--- config.mk ---
export PLATFORM = sky130hd
export DESIGN_NAME = ahb_arbiter
export DESIGN_NICKNAME = d
export VERILOG_FILES = /design/src/rtl/ahb_arbiter.sv
export SDC_FILE = /design/constraint.sdc
export NUM_CORES = 1
export LEC_CHECK = 0
export CORE_AREA = 3 3 64 51
export DETAILED_ROUTE_END_ITERATION = 8
export DIE_AREA = 0 0 67 54
export GPL_TIMING_DRIVEN = 0
export PLACE_DENSITY = 0.73
export SETUP_SLACK_MARGIN = 0.05
export SLEW_MARGIN = 25
export SYNTH_ARGS = -nofsm -noshare
export SYNTH_HDL_FRONTEND = slang
export SYNTH_SLANG_ARGS = --single-unit
--- constraint.sdc ---
create_clock -name HCLK -period 2.3 [get_ports HCLK]
set_input_delay 0.345 -clock HCLK [delete_from_list [all_inputs] [get_ports HCLK]]
set_output_delay 0.345 -clock HCLK [all_outputs]
set_load 0.005 [all_outputs]
--- src/rtl/ahb_arbiter.sv ---
// Round-robin AHB bus arbiter: one-hot grant, address-phase owner/lock tracking,
// unbroken fixed-length bursts and locked sequences, parking and a BUSY watchdog.
module ahb_arbiter #(
    parameter int NUM_MASTERS    = 4,
    parameter int DEFAULT_MASTER = 0,
    parameter int BUSY_MAX       = 6
) (
    input  logic                           HCLK,
    input  logic                           HRESET,
    input  logic [NUM_MASTERS-1:0]         HBUSREQ,
    input  logic [NUM_MASTERS-1:0]         HLOCK,
    input  logic [1:0]                     HTRANS,
    input  logic [2:0]                     HBURST,
    input  logic                           HREADY,
    output logic [NUM_MASTERS-1:0]         HGRANT,
    output logic [$clog2(NUM_MASTERS)-1:0] HMASTER,
    output logic                           HMASTLOCK,
    output logic                           busy_err,
    output logic [1:0]                     o_dbg_state,
    output logic [3:0]                     o_dbg_beats
);

    localparam int IDX_W  = $clog2(NUM_MASTERS);
    localparam int BUSY_W = $clog2(BUSY_MAX + 2);
    localparam logic [IDX_W-1:0]       DEF_IDX   = IDX_W'(DEFAULT_MASTER);
    localparam logic [NUM_MASTERS-1:0] DEF_GRANT = NUM_MASTERS'(1) << DEFAULT_MASTER;
    localparam logic [BUSY_W-1:0]      BUSY_SAT  = BUSY_W'(BUSY_MAX + 1);
    localparam logic [BUSY_W-1:0]      BUSY_LIM  = BUSY_W'(BUSY_MAX);

    localparam logic [1:0] TR_IDLE   = 2'b00;
    localparam logic [1:0] TR_BUSY   = 2'b01;
    localparam logic [1:0] TR_NONSEQ = 2'b10;
    localparam logic [1:0] TR_SEQ    = 2'b11;

    typedef enum logic [1:0] {ST_PARK, ST_OWNED, ST_BURST, ST_LOCKED} state_t;

    state_t                  r_state, w_state_nxt;
    logic [IDX_W-1:0]        r_rr_ptr, w_ptr_nxt;
    logic [NUM_MASTERS-1:0]  r_grant, w_grant_nxt;
    logic [IDX_W-1:0]        r_master;
    logic                    r_mastlock;
    logic [3:0]              r_beats, w_beats_nxt;
    logic [BUSY_W-1:0]       r_busy_cnt, w_busy_nxt;
    logic                    r_busy_err, w_busy_err_nxt;
    logic [IDX_W-1:0]        w_winner, w_idx;
    logic                    w_found;
    logic                    w_lock_req;

    // Remaining beats after the NONSEQ; INCR and SINGLE stay interruptible.
    function automatic logic [3:0] burst_beats(input logic [2:0] b);
        case (b)
            3'b010, 3'b011: burst_beats = 4'd3;
            3'b100, 3'b101: burst_beats = 4'd7;
            3'b110, 3'b111: burst_beats = 4'd15;
            default:        burst_beats = 4'd0;
        endcase
    endfunction

    // Round-robin search begins one past the current owner; owner is checked last.
    always_comb begin
        w_winner = r_rr_ptr;
        w_found  = 1'b0;
        w_idx    = '0;
        for (int i = 1; i <= NUM_MASTERS; i++) begin
            w_idx = IDX_W'((int'(r_rr_ptr) + i) % NUM_MASTERS);
            if (!w_found && HBUSREQ[w_idx]) begin
                w_found  = 1'b1;
                w_winner = w_idx;
            end
        end
    end

    always_comb begin
        w_beats_nxt = r_beats;
        if (HREADY) begin
            case (HTRANS)
                TR_NONSEQ: w_beats_nxt = burst_beats(HBURST);
                TR_SEQ:    w_beats_nxt = (r_beats != 4'd0) ? r_beats - 4'd1 : 4'd0;
                TR_IDLE:   w_beats_nxt = 4'd0;
                default:   w_beats_nxt = r_beats;
            endcase
        end
    end

    always_comb begin
        w_busy_nxt = '0;
        if (HTRANS == TR_BUSY)
            w_busy_nxt = (r_busy_cnt == BUSY_SAT) ? BUSY_SAT : r_busy_cnt + BUSY_W'(1);
        w_busy_err_nxt = r_busy_err | (w_busy_nxt > BUSY_LIM);
    end

    assign w_lock_req = HLOCK[r_rr_ptr] & HBUSREQ[r_rr_ptr];

    // Grant is frozen while locked or while beats remain after this edge.
    always_comb begin
        w_state_nxt = r_state;
        w_ptr_nxt   = r_rr_ptr;
        if (HREADY) begin
            if (w_lock_req) begin
                w_state_nxt = ST_LOCKED;
            end else if (w_beats_nxt != 4'd0) begin
                w_state_nxt = (r_state == ST_LOCKED) ? ST_LOCKED : ST_BURST;
            end else if (w_found) begin
                w_state_nxt = ST_OWNED;
                w_ptr_nxt   = w_winner;
            end else begin
                w_state_nxt = ST_PARK;
                w_ptr_nxt   = DEF_IDX;
            end
        end
        w_grant_nxt            = '0;
        w_grant_nxt[w_ptr_nxt] = 1'b1;
    end

    always_ff @(posedge HCLK) begin
        if (HRESET) begin
            r_state    <= ST_PARK;
            r_rr_ptr   <= DEF_IDX;
            r_grant    <= DEF_GRANT;
            r_master   <= DEF_IDX;
            r_mastlock <= 1'b0;
            r_beats    <= 4'd0;
            r_busy_cnt <= '0;
            r_busy_err <= 1'b0;
        end else begin
            r_state    <= w_state_nxt;
            r_rr_ptr   <= w_ptr_nxt;
            r_grant    <= w_grant_nxt;
            r_beats    <= w_beats_nxt;
            r_busy_cnt <= w_busy_nxt;
            r_busy_err <= w_busy_err_nxt;
            if (HREADY) begin
                r_master   <= r_rr_ptr;
                r_mastlock <= HLOCK[r_rr_ptr];
            end
        end
    end

    assign HGRANT      = r_grant;
    assign HMASTER     = r_master;
    assign HMASTLOCK   = r_mastlock;
    assign busy_err    = r_busy_err;
    assign o_dbg_state = r_state;
    assign o_dbg_beats = r_beats;

endmodule

After elaboration in Yosys (flattened, before gate mapping)
Index checks and enable logic that the tools add are counted.

Add/subtract/negate cells: 6. $lt $le $gt $ge: 8. Eq/ne operators: 11. Multiplexer cells: 36. Bitwise logic cells: 2. Reduce and logical (&&, ||, !) cells: 13.

Operator list (count): $pmux 4 s3 (2); $mux 2 (10); $lt 2x3->1 const B (6); $eq 3x3->1 const B (5); $mux 1 (13); $bmux 1 s2 (6); $mux 4 (2); $reduce_bool 4->1 (2); $eq 2x2->1 const B (3); $eq 3x2->1 const B (2); $mux 3 (2); $reduce_or 2->1 (3); $add 2x1->2 const B (2); $add 2x2->2 const B (2); $logic_and 1x1->1 (4); $sub 4x1->4 const B (1); $add 3x1->3 const B (1); $gt 3x3->1 const B (1); $logic_not 1->1 (3); $demux 1 s2 (1); $eq 2x1->1 const B (1); $ge 2x1->1 const B (1); $logic_not 2->1 (1); $and 1x1->1 (1); $or 1x1->1 (1).

Bits in registers: 19. Output and inout port bits: 14. Logic and storage cells: 84.

Longest topological paths before layout
Gate-level depths: netlist of run 1.

Word-level depth: 21. Mapped depth: 8.

Least setup slack after synthesis of run 1
No wires, ideal clock.

Path type: flip-flop to flip-flop. Start: register r_beats[0] (netlist: o_dbg_beats[0]). End: register r_grant[0] (netlist: HGRANT[0]). Setup time: 0.115 ns. Arrival time: 2.272 ns. Required time: 2.185 ns. Path slack: -0.087 ns. Stages on the path, launching flop included: 9. Buffers on the path: 0. Period minus slack after synthesis: 2.387 ns. Cells stage by stage: dfxtp_1 inv_1 ha_1 and3_2 a211oi_2 nor3_1 or3b_4 o41a_1 o21ba_1.

Word-level cells in the longest chain between the ends: 12. Elaborated cells between the ends (all ways): 14. Classes of those cells: 1 x add/sub; 2 x order compare; 8 x mux; 3 x reduce/logical.

RTL lines: start, declared (line 42) `logic [3:0] r_beats, w_beats_nxt;`; start signal, assigned (line 129) `r_beats <= w_beats_nxt;`; $sub 4x1->4 / $reduce_bool 4->1 (equally long branches) (line 78) `TR_SEQ: w_beats_nxt = (r_beats != 4'd0) ? r_beats - 4'd1 : 4'd0;`; $mux 4 (line 78); $pmux 4 s3 (line 76) `case (HTRANS)`; $mux 4 (*) (line 75) `if (HREADY) begin`; $reduce_bool 4->1 (*) (line 101) `end else if (w_beats_nxt != 4'd0) begin`; $mux 2 (*) (line 101); $mux 2 (*) (line 99) `if (w_lock_req) begin`; $mux 2 (*) (line 98) `if (HREADY) begin`; $lt 2x3->1 (not written as such) / $ge 2x1->1 (equally long branches) (line 112) `w_grant_nxt[w_ptr_nxt] = 1'b1;`; $logic_and 1x1->1 (not written as such) (line 112); $mux 1 (not written as such) (line 112); $demux 1 s2 (*) (line 112); end signal, assigned (line 128) `r_grant <= w_grant_nxt;`; end, declared (line 39) `logic [NUM_MASTERS-1:0] r_grant, w_grant_nxt;`.

Every way passes the cells marked *; elsewhere a longest branch is shown, timed or not. A chain may end at the register's enable or synchronous reset.

Worst setup path after layout of run 1
Ends and elaborated chain as after synthesis.

==> results of run 1 <==
power groups by stage:
stage / Combinational, uW / Clock (uW) / Sequential (uW)
after floorplan: 126 / 0 / 372
after global placement: 210 / 0 / 373
after detailed placement: 216 / 0 / 374
after CTS: 255 / 249 / 363
after global routing: 305 / 264 / 368
final: 284 / 245 / 365
flip-flops by register name, summed over array words and instances (netlist names):
register	flops
HGRANT	4
r_busy_cnt	3
o_dbg_beats	4
o_dbg_state	2
busy_err	1
HMASTER	2
HMASTLOCK	1
r_rr_ptr	2
path summary, 6_finish.rpt:
path	depth (start not counted)	end	slack [ns]	start
min reg2reg	2	busy_err	0.49	busy_err
min	2	busy_err	0.49	busy_err
max	9	HGRANT[0]	-0.02	o_dbg_beats[0]
max reg2reg	9	HGRANT[0]	-0.02	o_dbg_beats[0]
cells in the final DEF, fill, tap and decap left out, types with 2 or more instances in the layout:
| cell type | n |
|---|---|
| a21oi_1 | 9 |
| o22ai_1 | 2 |
| nor2_1 | 20 |
| or2b_2 | 2 |
| o221ai_1 | 2 |
| clkdlybuf4s15_2 | 2 |
| ha_4 | 2 |
| nand2b_1 | 5 |
| nor2b_1 | 4 |
| clkbuf_8 | 4 |
| nor4_1 | 2 |
| mux2i_1 | 5 |
| nand2_1 | 7 |
| nor3_1 | 7 |
| mux4_2 | 2 |
| o21ai_0 | 2 |
| buf_4 | 13 |
| inv_4 | 2 |
| clkdlybuf4s50_1 | 20 |
| inv_1 | 4 |
| clkbuf_1 | 3 |
| o211ai_1 | 4 |
| dfxtp_1 | 14 |
| a211oi_4 | 2 |
| dlygate4sd2_1 | 5 |
| dfxtp_4 | 2 |
| dfxtp_2 | 3 |
synthesized netlist by cell type (3+ instances only):
library cell  number
nor2_1            20
dfxtp_1           19
a21oi_1            9
nor3_1             8
nand2_1            7
inv_1              6
mux2i_1            5
nand2b_1           5
nor2b_1            4
o211ai_1           4
clkbuf_1           3
ha_1               3
nor4_1             3
final cells by class:
class / instances / area (um^2)
buffer: 5 / 28.8
clock buffer: 3 / 41.3
clock inverter: 1 / 7.51
fill: 219 / 925
inverter: 6 / 27.5
multi-input combinational: 103 / 801
sequential: 19 / 392
tap: 36 / 45.0
timing repair buffer: 41 / 375
cell families (layout without fill, tap and decap cells):
group / count (synthesis) / after routing / synth area share (%)
simple gates: 61 / 61 / 29.2
compound gates: 31 / 31 / 20.3
flops: 19 / 19 / 33.4
buf+inv: 11 / 56 / 4.50
mux: 7 / 7 / 8.35
fa+ha+maj: 4 / 4 / 4.18
what timing repair did:
item	in CTS	in global routing
pin swaps	6	7
endpoints found under the setup margin	7	5
hold buffers	0	0
resized for setup	27	10
buffers inserted	8	6
worst max-delay path, stage by stage (launching register included):
cell and delay [ns]:
dfxtp_4 0.37, inv_4 0.05, ha_4 0.15, and3_4 0.18, a211oi_4 0.27, buf_6 0.14, nor3_4 0.04, or3b_4 0.41
o41a_1 0.41, o21ba_1 0.20
layer usage:
layer  part of all wire [%]  track usage (%)
met1                     42             24.6
met3                    9.0             5.64
met4                   0.42             3.70
met2                     48             34.6
met5                      0                0
metrics by stage:
stage / hold WS [ns] / total power, uW / worst slack [ns] / cells / setup TNS (ns)
2_1_floorplan: 0.442 / 498 / 0.0735 / 133 / 0
4_1_cts: 0.493 / 867 / 0.0540 / 208 / 0
3_5_place_dp: 0.463 / 590 / -0.617 / 196 / -3.46
5_1_grt: 0.510 / 937 / -0.0445 / 214 / -0.122
3_3_place_gp: 0.460 / 583 / -0.513 / 196 / -2.89
6_report: 0.486 / 894 / -0.0218 / 214 / -0.0401
==> results_dict.tcl, run 1 <==
set metrics [dict create \
    worst_pin_slew_ns 0.543 \
    port_buffers 27 \
    fin_crit_sh_pct 101 \
    synth-edff-count 0 \
    avgSynthCellArea_um2 8.56 \
    worst_hold_path_type "flop to flop" \
    dieArea_um2 3620 \
    insertion_delay_ns 0.26 \
    ys_seq_elements 19 \
    cts-buffers-inserted 3 \
    wirelength_um 3340 \
    violations "negative setup slack" \
    drc 0 \
    power.share.clock_pct 27.4 \
    p_leak_uw 0.000647 \
    nets 198 \
    worstSetupPathType "flop to flop" \
    core_area_um2 2640 \
    synth_ff_type "dfxtp_1" \
    hpwl_um 2130 \
    drt-initial-drc-count 83 \
    rsz0062_at_grt "yes" \
    setup_ws_ns -0.0218 \
    synth.largest_area_cell "dfxtp_1" \
    synthArstFlopShare_pct 0 \
    max_cap_viol_count 0 \
    ir_drop_mv 0.537 \
    diodes 0 \
    fin_util_pct 65.0 \
    fin_area_um2 1720 \
    cts-htree-levels 1 \
    cts_buffer_depth 2 \
    synth.distinct_cells 41 \
    slew_viol_final 0 \
    gp_congestion 0.791 \
    cp_max_fo 5 \
    grt_pass1_vias 1104 \
    p_per_area_nw_per_um2 520 \
    grt_use_total_pct 19.8 \
    yosysWarnings 0 \
    combPwrFrac_pct 31.7 \
    syn-num-nets 152 \
    intPower_uw 623 \
    worst_ep_required_time_ns 2.46 \
    yosys-top-cells-area "dfxtp_1 (33%), nor2_1 (6.6%), mux2i_1 (4.4%)" \
    routed_via_density 5.62 \
    grt_first_pass_wirelength_um 5340 \
    yosysSeqAreaShare_pct 33.4 \
    root_buffer "clkbuf_8" \
    die_w_um 67 \
    drt-pass1-iter-count 4 \
    drive_gt1_share_pct 27.0 \
    fin_crit_ns 2.32 \
    status "complete, but fails checks" \
    power_switching_uw 271 \
    grt_max_degree 13 \
    placed_area_um2 1460 \
    pin_count 30 \
    max_slew_margin_pct 63.8 \
    cts_tree "done" \
    row_count 16 \
    ant_nets 0 \
    overflow 0 \
    wire_per_inst_um 15.6 \
    sw_frac_of_total_pct 30.3 \
    vias 1202 \
    area_growth_pct 50.9 \
    cp.arrival_ns 2.48 \
    start_util_pct 43.1 \
    synthesis.area_um2 1140 \
    clock_skew_ns 0.00274 \
    power_frac_seq_pct 40.8 \
    antenna_found_initial 0 \
    cts.sinks 19 \
    cp-end-kind "flop" \
    die_y_um 54 \
    synth_top_cell_area_share_pct 33.4 \
    finalSetupViolCount 2 \
    hold_viol 0 \
    fmax_mhz 431 \
    path_clk_slew_ns 0.08 \
    syn_inst 133 \
    startpoint_type "flop" \
]
No activity file was read; power rests on OpenSTA's default activity.
==> run 2: changes to the inputs <==
Settings changed: CORE_AREA 3 3 64 51 to 3 3 59 55, DIE_AREA 0 0 67 54 to 0 0 62 58, REMOVE_ABC_BUFFERS set to 1, SLEW_MARGIN 25 to not set.
==> results_dict.tcl, run 2 (same netlist as run 1, synthesis figures left out) <==
set metrics [dict create \
    setup_ws_ns -0.0196 \
    worst_pin_slew_ns 0.739 \
    drive_gt1_share_pct 23.7 \
    gp_congestion 0.801 \
    dieArea_um2 3600 \
    grt_pass1_vias 1105 \
    die_y_um 58 \
    slew_viol_final 0 \
    p_leak_uw 0.000610 \
    fin_crit_sh_pct 101 \
    start_util_pct 41.8 \
    status "complete, but fails checks" \
    startpoint_type "flop" \
    pin_count 30 \
    fin_crit_ns 2.32 \
    port_buffers 28 \
    row_count 18 \
    grt_max_degree 19 \
    final_common_cell "clkdlybuf4s50_1" \
    final_cell_mix "clkdlybuf4s50_1 (21), nor2_1 (20), dfxtp_1 (15), a21oi_1 (9), buf_4 (9)" \
    worstSetupPathType "flop to flop" \
    n_fill_cell 236 \
    placed_area_um2 1440 \
    cts-buffers-inserted 3 \
    drc 0 \
    clock_skew_ns 0.0148 \
    antenna_found_initial 0 \
    rsz0062_at_grt "yes" \
    path_clk_slew_ns 0.12 \
    fin_area_um2 1630 \
    cts-hold-fix-buffers 0 \
    violations "negative setup slack" \
    cts_tree "done" \
    finalSetupViolCount 1 \
    max_cap_viol_count 0 \
    cp.arrival_ns 2.51 \
    worst_ep_required_time_ns 2.49 \
    cts_buffer_depth 2 \
    drt-pass1-iter-count 4 \
    grt_use_total_pct 17.6 \
    hold_viol 0 \
    hpwl_um 2070 \
    p_per_area_nw_per_um2 490 \
    cp_max_fo 5 \
    diodes 0 \
    design_power_total_uw 799 \
    worst_hold_path_type "flop to flop" \
    grt_first_pass_wirelength_um 4910 \
    cp-end-kind "flop" \
    core_area_um2 2730 \
    die_w_um 62 \
    fmax_mhz 431 \
    cts.sinks 19 \
    ir_drop_mv 0.295 \
    wirelength_um 2930 \
    drt-initial-drc-count 52 \
    hold_ws_ns 0.483 \
    area_growth_pct 43.2 \
    max_slew_margin_pct 50.6 \
    routed_via_density 5.38 \
    wire_per_inst_um 14.0 \
    ant_nets 0 \
    overflow 0 \
    cts-htree-levels 1 \
    vias 1125 \
    nets 189 \
    tns_ns -0.0196 \
    root_buffer "clkbuf_4" \
    insertion_delay_ns 0.30 \
]
## run 2: path summary, 6_finish.rpt
kind                  startpoint        end  slack, ns  cells past startpoint
setup / recovery  o_dbg_beats[1]  HGRANT[0]      -0.02                      8
hold / removal          busy_err   busy_err       0.48                      2
setup reg to reg  o_dbg_beats[1]  HGRANT[0]      -0.02                      8
hold reg to reg         busy_err   busy_err       0.48                      2
## run 2: critical path, stage by stage (launching register included)
cell,delay (ns)
dfxtp_4,0.38
inv_4,0.05
ha_4,0.15
and3_4,0.18
a211oi_4,0.30
nor3_2,0.10
or3b_4,0.40
o41a_1,0.46
o21ba_1,0.20
## run 2: layout make-up
| type | instances | area [um^2] | share of cell area (%) |
|---|---|---|---|
| Clock buffer | 3 | 22.5 | 1.38 |
| Sequential cell | 19 | 395 | 24.3 |
| Clock inverter | 1 | 5.00 | 0.307 |
| Inverter | 6 | 27.5 | 1.69 |
| Multi-Input combinational cell | 103 | 787 | 48.3 |
| Timing Repair Buffer | 37 | 343 | 21.0 |
| Tap cell | 40 | 50.0 | 3.07 |
## run 2: metal layers
layer	global-route usage [%]	part of all wire [%]
met1	22.6	43
met2	29.7	50
met3	5.57	6.5
met4	1.21	0
met5	0	0
## run 2: timing repair
item	4_1_cts	5_1_grt
pin swaps	3	8
buffers inserted	6	3
setup endpoints to repair	7	6
gates resized for setup	26	9
## run 2: through the flow
step | cells | util (%) | worst slack, ns
after global routing | 209 | 59.8 | -0.102
after floorplan | 128 | - | -0.0867
after detailed placement | 196 | 52.8 | -0.726
after global placement | 196 | 52.8 | -0.644
after CTS | 206 | 57.8 | 0.0631
final | 209 | 59.8 | -0.0196
## run 2: power by group
group	switching [uW]	internal [uW]
Sequential	13.6	348
Combinational	124	141
Clock	108	64.7
==> run 3: changes to the inputs <==
Settings changed: CORE_AREA 3 3 59 55 to 2 2 58 54, CTS_CLUSTER_DIAMETER set to 120, DIE_AREA 0 0 62 58 to 0 0 60 56.
==> results_dict.tcl, run 3 (same netlist as run 1, synthesis figures left out) <==
set metrics [dict create \
    gp_congestion 0.834 \
    die_w_um 60 \
    fin_crit_sh_pct 98.7 \
    p_per_area_nw_per_um2 497 \
    combPwrFrac_pct 31.5 \
    sw_frac_of_total_pct 30.6 \
    tns_ns 0 \
    worst_ep_required_time_ns 2.51 \
    final_common_cell "clkdlybuf4s50_1" \
    ant_nets 0 \
    status "finished clean" \
    ir_drop_mv 0.327 \
    grt_first_pass_wirelength_um 4580 \
    insertion_delay_ns 0.30 \
    nets 188 \
    start_util_pct 41.8 \
    fin_crit_ns 2.27 \
    grt_use_total_pct 16.9 \
    p_leak_uw 0.000596 \
    dieArea_um2 3360 \
    max_cap_viol_count 0 \
    multi_input_area_um2 757 \
    hold_ws_ns 0.489 \
    grt_pass1_vias 1044 \
    holdPathStages 1 \
    cts-buffers-inserted 3 \
    wirelength_um 2730 \
    drt-pass1-iter-count 4 \
    rsz0062_at_grt "yes" \
    row_count 18 \
    cp.arrival_ns 2.48 \
    core_area_um2 2730 \
    die_y_um 56 \
    finalSetupViolCount 0 \
    cp_max_fo 5 \
    cts_tree "done" \
    final_cell_mix "clkdlybuf4s50_1 (21), nor2_1 (20), dfxtp_1 (15), a21oi_1 (9), buf_4 (8)" \
    rr_worst_depth 8 \
    cts.sinks 19 \
    placed_cells 196 \
    cts-hold-fix-buffers 0 \
    drive_gt1_share_pct 22.0 \
    worst_hold_path_type "flop to flop" \
    power_switching_uw 242 \
    diodes 0 \
    worst_pin_slew_ns 0.675 \
    intPower_uw 547 \
    port_buffers 28 \
    path_clk_slew_ns 0.12 \
    cts_buffer_depth 2 \
    hpwl_um 1880 \
    pin_count 30 \
    seq_area_um2 395 \
    worstSetupPathType "flop to flop" \
    grt_max_degree 19 \
    cts-htree-levels 1 \
    area_growth_pct 39.5 \
    fmax_mhz 440 \
    slew_viol_final 0 \
    root_buffer "clkbuf_4" \
    routed_via_density 5.45 \
    fin_cells 208 \
    startpoint_type "flop" \
    power_frac_seq_pct 46.0 \
    hold_viol 0 \
    wire_per_inst_um 13.1 \
    clock_skew_ns 0.00442 \
    n_fill_cell 251 \
    drc 0 \
    max_slew_margin_pct 54.9 \
    drt-initial-drc-count 30 \
    power.share.clock_pct 22.4 \
    vias 1134 \
    cp-end-kind "flop" \
    overflow 0 \
    antenna_found_initial 0 \
]
==> run 3: changes by cell type in the layout (fill, tap and decap cells not counted), sizes merged <==
| cell | change |
|---|---|
| clkdlybuf4s15 | -2 |
| clkbuf | +1 |
| clkinvlp | +1 |
| dlygate4sd2 | +1 |
| clkinv | -1 |
| buf | -1 |
==> run 3: worst max-delay path: stages, from the launching register on <==
cell      delay, ns
dfxtp_4        0.38
inv_4          0.04
ha_4           0.15
and3_4         0.18
a211oi_4       0.28
nor3_2         0.09
or3b_4         0.40
o41a_1         0.47
o21ba_1        0.20
==> run 3: worst paths after layout <==
kind,startpoint,endpoint,slack (ns)
setup / recovery,o_dbg_beats[1],HGRANT[0],0.03
hold / removal,r_busy_cnt[0],r_busy_cnt[0],0.49
setup reg to reg,o_dbg_beats[1],HGRANT[0],0.03
hold reg to reg,r_busy_cnt[0],r_busy_cnt[0],0.49
==> run 3: power groups by stage <==
stage	Sequential, uW	Combinational (uW)	Clock [uW]
2_1_floorplan	376	112	0
3_3_place_gp	378	198	0
3_5_place_dp	379	203	0
4_1_cts	361	233	185
5_1_grt	365	274	201
6_report	363	249	177
==> run 3: what timing repair did <==
action                     in CTS  in global routing
setup endpoints to repair       7                  6
pin swaps                       4                  5
resized for setup              20                 10
setup buffers                   6                  2
==> run 3: final cells by class <==
class / count / area share [%]
inverters: 6 / 1.73
flip-flops and latches: 19 / 24.9
clock inverters: 1 / 0.473
well taps: 40 / 3.15
repair buffers: 36 / 20.6
clock buffers: 3 / 1.42
multi-input cells: 103 / 47.7
==> run 3: routing by layer <==
metal	track usage, %	part of all wire, %	vias up
li1	-	-	561
met3	6.74	5.9	2
met4	2.22	0.37	0
met5	0	0	-
met1	22.8	45	544
met2	26.1	49	27
==> run 3: metrics by stage <==
stage / utilization, % / total power (uW) / area [um^2] / setup WS, ns
finish: 58.3 / 789 / 1590 / 0.0295
global route: 58.3 / 840 / 1590 / -0.0524
global placement: 52.8 / 576 / 1440 / -0.608
detailed placement: 52.8 / 582 / 1440 / -0.685
floorplan: - / 488 / 1110 / -0.0867
CTS: 56.9 / 780 / 1550 / 0.0669
